## config.mk

```make
export PLATFORM = sky130hd
export DESIGN_NAME = i2c_master_ctrl
export DESIGN_NICKNAME = d
export VERILOG_FILES = /design/src/rtl/i2c_master_ctrl.sv
export SDC_FILE = /design/constraint.sdc
export NUM_CORES = 1
export LEC_CHECK = 0
export BUFFER_PORTS_ARGS = -buffer_cell sky130_fd_sc_hd__clkbuf_2
export CAP_MARGIN = 20
export CORE_MARGIN = 2
export CORE_UTILIZATION = 57
export DETAILED_ROUTE_END_ITERATION = 8
export PLACE_DENSITY = 0.8
export SLEW_MARGIN = 20
export SYNTH_ARGS = -nofsm -noshare
export SYNTH_HDL_FRONTEND = slang
export SYNTH_SLANG_ARGS = --single-unit
```

## constraint.sdc

```tcl
create_clock -name clk -period 2.26 [get_ports clk]
set_clock_uncertainty 0.1 [all_clocks]
set_input_delay 0 -clock clk [delete_from_list [all_inputs] [get_ports clk]]
set_output_delay 0 -clock clk [all_outputs]
set_load 0.005 [all_outputs]
```

## src/rtl/i2c_master_ctrl.sv

```systemverilog
// Byte-oriented I2C master sequencer driving open-drain SCL/SDA enables.
// Handles START, address, write/read data with ACK/NACK, and STOP.
module i2c_master_ctrl #(
    parameter int CLK_DIV = 4,
    parameter int LEN_W   = 4
) (
    input  logic             clk,
    input  logic             rst,
    input  logic             cmd_valid,
    output logic             cmd_ready,
    input  logic [6:0]       cmd_addr,
    input  logic             cmd_rw,
    input  logic [LEN_W-1:0] cmd_len,
    input  logic [7:0]       wr_data,
    input  logic             wr_valid,
    output logic             wr_ready,
    output logic [7:0]       rd_data,
    output logic             rd_valid,
    output logic             done,
    output logic             nack_err,
    output logic             busy,
    output logic             scl_oe,
    output logic             sda_oe,
    input  logic             sda_in
);
    localparam int               DIV_W    = (CLK_DIV > 1) ? $clog2(CLK_DIV) : 1;
    localparam logic [DIV_W-1:0] DIV_LAST = DIV_W'(CLK_DIV - 1);

    typedef enum logic [3:0] {
        IDLE, START, ADDR, ADDR_ACK, WR_BYTE, WR_ACK, RD_BYTE, RD_ACK, STOP
    } state_t;

    state_t             state_reg;
    logic [DIV_W-1:0]   div_cnt_reg;
    logic               phase_reg;      // 0 = SCL low phase, 1 = SCL high phase
    logic [2:0]         bit_cnt_reg;    // bit index in a byte, sub-stage in STOP
    logic [7:0]         shift_reg;
    logic [LEN_W-1:0]   len_cnt_reg;
    logic               rw_reg;
    logic               nack_flag_reg;
    logic               loaded_reg;     // write byte fetched for the current WR_BYTE

    logic               tick;
    logic               last_bit;
    logic [7:0]         shift_in;
    logic [LEN_W-1:0]   len_dec;
    logic [LEN_W-1:0]   ack_len;

    assign tick     = (div_cnt_reg == DIV_LAST);
    assign last_bit = (bit_cnt_reg == 3'd7);
    assign shift_in = {shift_reg[6:0], sda_in};
    assign len_dec  = len_cnt_reg - LEN_W'(1);
    // The address ACK does not consume a data byte; data ACKs do.
    assign ack_len  = (state_reg == ADDR_ACK) ? len_cnt_reg : len_dec;

    always_ff @(posedge clk or negedge rst) begin
        if (!rst) begin
            state_reg     <= IDLE;
            div_cnt_reg   <= '0;
            phase_reg     <= 1'b0;
            bit_cnt_reg   <= '0;
            shift_reg     <= '0;
            len_cnt_reg   <= '0;
            rw_reg        <= 1'b0;
            nack_flag_reg <= 1'b0;
            loaded_reg    <= 1'b0;
            cmd_ready     <= 1'b1;
            busy          <= 1'b0;
            wr_ready      <= 1'b0;
            rd_valid      <= 1'b0;
            rd_data       <= '0;
            done          <= 1'b0;
            nack_err      <= 1'b0;
            scl_oe        <= 1'b0;
            sda_oe        <= 1'b0;
        end else begin
            wr_ready <= 1'b0;
            rd_valid <= 1'b0;
            done     <= 1'b0;
            if (state_reg != IDLE) begin
                div_cnt_reg <= tick ? '0 : div_cnt_reg + DIV_W'(1);
            end

            case (state_reg)
                IDLE: begin
                    if (cmd_valid) begin
                        state_reg     <= START;
                        cmd_ready     <= 1'b0;
                        busy          <= 1'b1;
                        scl_oe        <= 1'b0;
                        sda_oe        <= 1'b1;
                        div_cnt_reg   <= '0;
                        shift_reg     <= {cmd_addr, cmd_rw};
                        rw_reg        <= cmd_rw;
                        len_cnt_reg   <= cmd_len;
                        nack_flag_reg <= 1'b0;
                        nack_err      <= 1'b0;
                    end
                end

                START: begin
                    if (tick) begin
                        state_reg   <= ADDR;
                        scl_oe      <= 1'b1;
                        sda_oe      <= ~shift_reg[7];
                        phase_reg   <= 1'b0;
                        bit_cnt_reg <= '0;
                    end
                end

                ADDR, WR_BYTE: begin
                    if (state_reg == WR_BYTE && !loaded_reg) begin
                        // SCL stays low until the write source supplies a byte.
                        div_cnt_reg <= '0;
                        if (wr_valid) begin
                            shift_reg  <= wr_data;
                            wr_ready   <= 1'b1;
                            sda_oe     <= ~wr_data[7];
                            loaded_reg <= 1'b1;
                        end
                    end else if (tick) begin
                        if (!phase_reg) begin
                            phase_reg <= 1'b1;
                            scl_oe    <= 1'b0;
                        end else begin
                            phase_reg <= 1'b0;
                            scl_oe    <= 1'b1;
                            if (last_bit) begin
                                state_reg <= (state_reg == ADDR) ? ADDR_ACK : WR_ACK;
                                sda_oe    <= 1'b0;
                            end else begin
                                bit_cnt_reg <= bit_cnt_reg + 3'd1;
                                shift_reg   <= {shift_reg[6:0], 1'b0};
                                sda_oe      <= ~shift_reg[6];
                            end
                        end
                    end
                end

                ADDR_ACK, WR_ACK: begin
                    if (tick) begin
                        if (!phase_reg) begin
                            phase_reg <= 1'b1;
                            scl_oe    <= 1'b0;
                        end else begin
                            phase_reg   <= 1'b0;
                            scl_oe      <= 1'b1;
                            bit_cnt_reg <= '0;
                            len_cnt_reg <= ack_len;
                            if (sda_in || ack_len == '0) begin
                                if (sda_in) nack_flag_reg <= 1'b1;
                                state_reg <= STOP;
                                sda_oe    <= 1'b1;
                            end else if (rw_reg) begin
                                state_reg <= RD_BYTE;
                                sda_oe    <= 1'b0;
                            end else begin
                                state_reg <= WR_BYTE;
                                if (wr_valid) begin
                                    shift_reg  <= wr_data;
                                    wr_ready   <= 1'b1;
                                    sda_oe     <= ~wr_data[7];
                                    loaded_reg <= 1'b1;
                                end else begin
                                    sda_oe     <= 1'b0;
                                    loaded_reg <= 1'b0;
                                end
                            end
                        end
                    end
                end

                RD_BYTE: begin
                    if (tick) begin
                        if (!phase_reg) begin
                            phase_reg <= 1'b1;
                            scl_oe    <= 1'b0;
                        end else begin
                            phase_reg <= 1'b0;
                            scl_oe    <= 1'b1;
                            shift_reg <= shift_in;
                            if (last_bit) begin
                                state_reg <= RD_ACK;
                                rd_data   <= shift_in;
                                rd_valid  <= 1'b1;
                                // ACK while more bytes follow, NACK the final one.
                                sda_oe    <= (len_cnt_reg != LEN_W'(1));
                            end else begin
                                bit_cnt_reg <= bit_cnt_reg + 3'd1;
                            end
                        end
                    end
                end

                RD_ACK: begin
                    if (tick) begin
                        if (!phase_reg) begin
                            phase_reg <= 1'b1;
                            scl_oe    <= 1'b0;
                        end else begin
                            phase_reg   <= 1'b0;
                            scl_oe      <= 1'b1;
                            bit_cnt_reg <= '0;
                            len_cnt_reg <= len_dec;
                            if (len_dec == '0) begin
                                state_reg <= STOP;
                                sda_oe    <= 1'b1;
                            end else begin
                                state_reg <= RD_BYTE;
                                sda_oe    <= 1'b0;
                            end
                        end
                    end
                end

                STOP: begin
                    if (tick) begin
                        bit_cnt_reg <= bit_cnt_reg + 3'd1;
                        case (bit_cnt_reg)
                            3'd0:    scl_oe <= 1'b0;
                            3'd1:    sda_oe <= 1'b0;
                            default: begin
                                state_reg <= IDLE;
                                busy      <= 1'b0;
                                cmd_ready <= 1'b1;
                                done      <= 1'b1;
                                nack_err  <= nack_flag_reg;
                            end
                        endcase
                    end
                end

                default: state_reg <= IDLE;
            endcase
        end
    end
endmodule
```

==> results.ini, run 1 <==
[setup_path]
critPathLaunchType = flop
startpoint = state_reg[2]
cp_max_fo = 11
crit_path_top_delay_cell = dfrtp_2
cp.buffers_inverters = 1
critPathTopFamily = compound AO/OA/AOI/OAI gates
path_cells = or2b_1, or3_1, buf_4, a21boi_4, a222oi_1, o2bb2ai_1
worstSetupEndpointType = flop
worstPathRequired_ns = 2.37
critPathKind = reg2reg
worstPathArrival_ns = 2.28
rr_startpoint = state_reg[2]
critPathMaxStageDelay_ns = 0.51

[pwr]
vdd_drop_max_mv = 0.659
leakagePower_uw = 0.00151
p_int_uw = 2330
power.share.clock_pct = 12.3
pwr-share-seq_pct = 30.1
powerDensity_nw_per_um2 = 1250
power_frac_comb_pct = 57.6
switchingPower_uw = 1860
switching_share_pct = 44.4

[floorplanning]
core_area_um2 = 4350
die_h_um = 71.3
die_w_um = 71.3
start_util_pct = 59.4
rows = 24
die_area_um2 = 5090
io_pins = 41

[global_routing]
grt_first_pass_wirelength_mm = 11.3
met2_usage_pct = 44.5
grt_busiest_layer = met2
use_met1_pct = 39.3
gr-total-overflow = 0
antenna_found_initial = 0
grt_pass1_vias = 2341
globalRouteTotalUtil_pct = 28.0
met3_usage_pct = 5.06
grt_max_degree = 42

[sta]
setup_ws_ns = 0.0868
whs_ns = 0.194
setup-violations-final = 0
rsz0062_at_grt = false
worst_slew_pin_slew_ns = 0.804
fmax_ghz = 0.460
maxSlewHeadroom_pct = 46.0
post-route-period-util_pct = 96.2
setup-tns-final_ns = 0
hold_viol_final = 0
period_minus_slack_ns = 2.17
drv_slew = 0

[route]
viasPerCell = 6.36
wl_mm = 6.97
drtIter0Drc = 231
num_vias = 2492
drcViolationCount = 0
wl_per_cell_um = 17.8
dr.pass1.iters = 5
ant_nets = 0

[placement]
port-buffer-count = 40
post-place-cells = 357
gp_congestion = 0.959
hpwl_mm = 4.72
placed_cell_area_um2 = 2950
dp_slack_ns = 0.0278

[yosys]
yosys_most_used_dff = dfrtp_1
synth_seq_cells = 41
yosys_warnings = 0
yosysTopAreaCell = dfrtp_1
synthArstFlopShare_pct = 100
synth_nets = 289
syn-cell-area_um2 = 2580
synth_area_leaders = dfrtp_1 39%, mux2_2 6.1%, ha_1 3.4%
avgSynthCellArea_um2 = 10.1
seq_area_frac_synth_pct = 39.7
synth_common_cells = 40 x dfrtp_1, 22 x nor2_1, 17 x nand2_1, 14 x mux2_2, 9 x o2bb2ai_1
syn_inst = 257
synth_edf_count = 0
ys_types = 72
yosysMostFrequentCell = dfrtp_1
synth_top_area_share_pct = 38.7

[final_layout]
nNetsFinal = 371
area_growth_pct = 29.2
finalInstanceArea_um2 = 3340
nFillCells = 286
final_cell_count_no_fill = 392
layout-drive-gt1-share_pct = 32.9
diodes = 0

[clocking]
clock_latency_ns = 0.30
cts_buffers = 5
cts.htree.levels = 2
ctsRootBufferMaster = clkbuf_8
cts_buffer_depth = 2
cts_sinks = 41
cts.clk_slew.worst_paths_ns = 0.08
cts_tree = yes

[worst_hold_path]
hp-class = in2async

[run]
maxCapViolCount = 0

[status]
status = completed

-- cells by family (layout without fill, tap and decap cells) --
kind of cell | count (synthesis) | after routing | share of synthesized area, %
simple gates | 94 | 94 | 21.4
compound gates | 72 | 72 | 22.1
flops | 41 | 41 | 39.7
buf+inv | 21 | 104 | 3.97
mux | 18 | 18 | 7.74
fa+ha+maj | 7 | 7 | 3.39
xor+xnor | 4 | 4 | 1.65
-- area by class of cell --
type	count	area, um2	share of cell area (%)
clock inverters	2	13.8	0.412
clock buffers	6	82.6	2.47
repair buffers	88	633	19.0
well taps	52	65.1	1.95
inverters	8	30.0	0.899
multi-input cells	195	1480	44.4
flip-flops and latches	41	1030	30.9
-- metrics by stage --
stage,utilization (%),power [uW]
6_report,76.7,4180
5_1_grt,76.7,4480
4_1_cts,75.5,4040
3_5_place_dp,67.7,3480
3_3_place_gp,67.7,3430
2_1_floorplan,-,2820
-- layer usage --
layer	up-vias	share of wire [%]
li1	1144	-
met1	1210	43
met2	126	49
met3	12	6.9
met4	0	1.5
met5	-	0
-- worst reg2reg max path, delay by kind of cell, from the launching register on --
family,cells,cell delay (ns)
flip-flops,1,0.51
AND/OR/NAND/NOR,2,0.63
AO/OA/AOI/OAI,3,0.66
buffers and inverters,1,0.18
-- cell usage in the layout (no fill, tap or decap), types with 7 or more instances in the layout --
cell	instances
nor2_1	21
a21oi_1	8
inv_1	8
nand2_1	17
clkbuf_2	40
a222oi_1	8
dfrtp_1	35
dlygate4sd3_1	24
mux2_2	14
o21ai_0	7
o2bb2ai_1	9
buf_4	23
-- what timing repair did --
action | in CTS | in global routing
endpoints found under the hold margin | 59 | 0
pin swaps | 0 | 0
buffers inserted | 0 | 3
gates resized for setup | 1 | 9
setup endpoints to repair | 1 | 16
hold buffers | 24 | 0
-- path summary, 6_finish.rpt --
kind                             endpoint  slack [ns]  cells past startpoint
max                          shift_reg[5]        0.09                      6
max in group asynchronous    state_reg[0]        1.47                      3
max reg2reg                  shift_reg[5]        0.09                      6
min                        div_cnt_reg[1]        0.19                      3
min in group clk             shift_reg[7]        0.41                      1
min reg2reg                  shift_reg[7]        0.41                      1
-- power by group through the flow --
stage                     sequential (uW)  clock, uW  combinational, uW
after floorplan                      1140          0               1690
after global placement               1240          0               2190
after detailed placement             1250          0               2230
after CTS                            1240        526               2280
after global routing                 1290        543               2640
final                                1260        516               2410
Note: power is estimated with default switching activity, not from simulation.
==> inputs of run 2 (changes only) <==
CORE_UTILIZATION = 61   (was 57)
PLACE_DENSITY = 0.85   (was 0.8)
clock period = 2.7 ns   (was 2.26 ns; I/O delays follow)
==> run 2 against run 1 <==
Non-clock buffer count shrank 15; die area shrank 6.2%; first-iteration DRC count grew 29%; sequential power shrank 13%; critical path type unchanged; critical endpoint is now shift_reg[4]; highest routed layer unchanged.
==> results.ini, run 2 (synthesis results as in run 1) <==
[status]
status = completed

[sta]
maxSlewHeadroom_pct = 40.2  ; -5.8 points
period_minus_slack_ns = 2.49  ; +0.317 ns
rsz0062_at_grt = false
fmax_ghz = 0.402  ; -13%
worst_slew_pin_slew_ns = 0.897  ; +0.0925 ns
hold_viol_final = 0  ; unchanged
setup-tns-final_ns = 0  ; unchanged
setup_ws_ns = 0.210  ; +0.123 ns
setup-violations-final = 0  ; unchanged
post-route-period-util_pct = 92.2  ; -3.9 points
drv_slew = 0  ; unchanged

[route]
drtIter0Drc = 299  ; +29%
viasPerCell = 6.59  ; +3.6%
wl_mm = 7.50  ; +7.5%
num_vias = 2470  ; -0.88%
wl_per_cell_um = 20.0  ; +12%
dr.pass1.iters = 5  ; unchanged
ant_nets = 0  ; unchanged
drcViolationCount = 0  ; unchanged

[final_layout]
layout-drive-gt1-share_pct = 27.1  ; -5.9 points
final_cell_mix = 40 x dfrtp_1, 39 x clkbuf_2, 24 x dlygate4sd3_1, 22 x nor2_1, 17 x nand2_1
mostFrequentLayoutCell = dfrtp_1
diodes = 0  ; unchanged
nNetsFinal = 356  ; -4.0%
final_cell_count_no_fill = 375  ; -4.3%
area_growth_pct = 23.7
utilization_pct = 79.4  ; +2.7 points

[global_routing]
grt_first_pass_wirelength_mm = 12.4  ; +9.8%
antenna_found_initial = 0  ; unchanged
gr-total-overflow = 0  ; unchanged
grt_pass1_vias = 2544  ; +8.7%
globalRouteTotalUtil_pct = 32.5  ; +4.4 points
grt_max_degree = 42  ; unchanged

[pwr]
leakagePower_uw = 0.00144  ; -4.5%
vdd_drop_max_mv = 0.589  ; -11%
powerDensity_nw_per_um2 = 1070  ; -14%
power.total_uw = 3440  ; -18%

[floorplanning]
rows = 23  ; -4.2%
io_pins = 41  ; unchanged
die_h_um = 69.1  ; -3.1%
core_area_um2 = 4030  ; -7.5%
die_w_um = 69.1  ; -3.1%
die_area_um2 = 4770  ; -6.2%
start_util_pct = 64.2  ; +4.8 points

[setup_path]
reg2reg_depth = 6  ; unchanged
worstPathRequired_ns = 2.82  ; +0.45 ns
worstPathArrival_ns = 2.61  ; +0.33 ns
critPathLaunchType = flop
cp_max_fo = 18  ; +7
critPathKind = reg2reg
worstSetupEndpointType = flop

[clocking]
cts-resized-gates = 0  ; -1
cts_tree = yes
cts_sinks = 41  ; unchanged
cts.htree.levels = 2  ; unchanged
clock_latency_ns = 0.31  ; about the same
ctsRootBufferMaster = clkbuf_8
cts_buffers = 5  ; unchanged
cts_buffer_depth = 2  ; unchanged
cts.clk_slew.worst_paths_ns = 0.09  ; about the same

[placement]
dp_slack_ns = 0.356  ; +0.329 ns
port-buffer-count = 40  ; unchanged
hpwl_mm = 4.69  ; -0.63%
gp_congestion = 1.05  ; +9.3%
post-place-cells = 343  ; -3.9%

[run]
maxCapViolCount = 0  ; unchanged

[worst_hold_path]
hp-class = in2async

run 2: cell types whose count changed in the layout (fill, tap and decap cells not counted), sizes merged:
cell / delta
bufinv: +1
clkinvlp: +1
buf: -14
clkbuf: -2
clkinv: -1
run 2: final cells by class:
| class | instances | area, um2 |
|---|---|---|
| clock buffers | 5 | 68.8 |
| clock inverters | 3 | 46.3 |
| fillers | 252 | 831 |
| inverters | 8 | 30.0 |
| multi-input cells | 195 | 1460 |
| flip-flops and latches | 41 | 1030 |
| well taps | 50 | 62.6 |
| repair buffers | 73 | 508 |
run 2: through the flow:
step	hold WS [ns]	area, um2
after CTS	0.315	3200
final	0.255	3200
after detailed placement	0.106	2840
after global routing	0.360	3200
after global placement	0.104	2840
after floorplan	-0.396	2580
run 2: report_power, final:
part / leakage, uW / switching (uW) / internal [uW]
clock: 0.0000543 / 243 / 277
combinational: 0.000859 / 1030 / 795
sequential: 0.000527 / 292 / 803
total: 0.00144 / 1560 / 1880
run 2: what timing repair did:
| action | in CTS | in global routing |
|---|---|---|
| buffers inserted | 0 | 0 |
| hold endpoints to repair | 59 | 0 |
| hold buffers | 24 | 0 |
run 2: final timing paths:
| path | startpoint | to | slack (ns) |
|---|---|---|---|
| min in group clk | cmd_len[3] | len_cnt_reg[3] | 0.40 |
| max in group asynchronous | rst | rd_data[7] | 1.68 |
| hold / removal | rst | len_cnt_reg[2] | 0.25 |
| hold reg to reg | nack_err | nack_err | 0.41 |
| setup reg to reg | state_reg[1] | shift_reg[4] | 0.21 |
| setup / recovery | state_reg[1] | shift_reg[4] | 0.21 |
run 2: metal layers:
layer  GRT usage, %  part of all wire (%)  up-vias
met5              0                     0        -
met4           19.0                   5.6        0
met3           5.85                   6.6       47
met2           54.2                    49      154
met1           39.1                    39     1147
li1               -                     -     1122
run 2: critical path, cell delays in order (launching register included):
cell	delay (ns)
dfrtp_1	0.74
buf_4	0.26
xor2_2	0.30
nand2_1	0.26
a21boi_4	0.34
a222oi_1	0.19
o2bb2ai_1	0.22
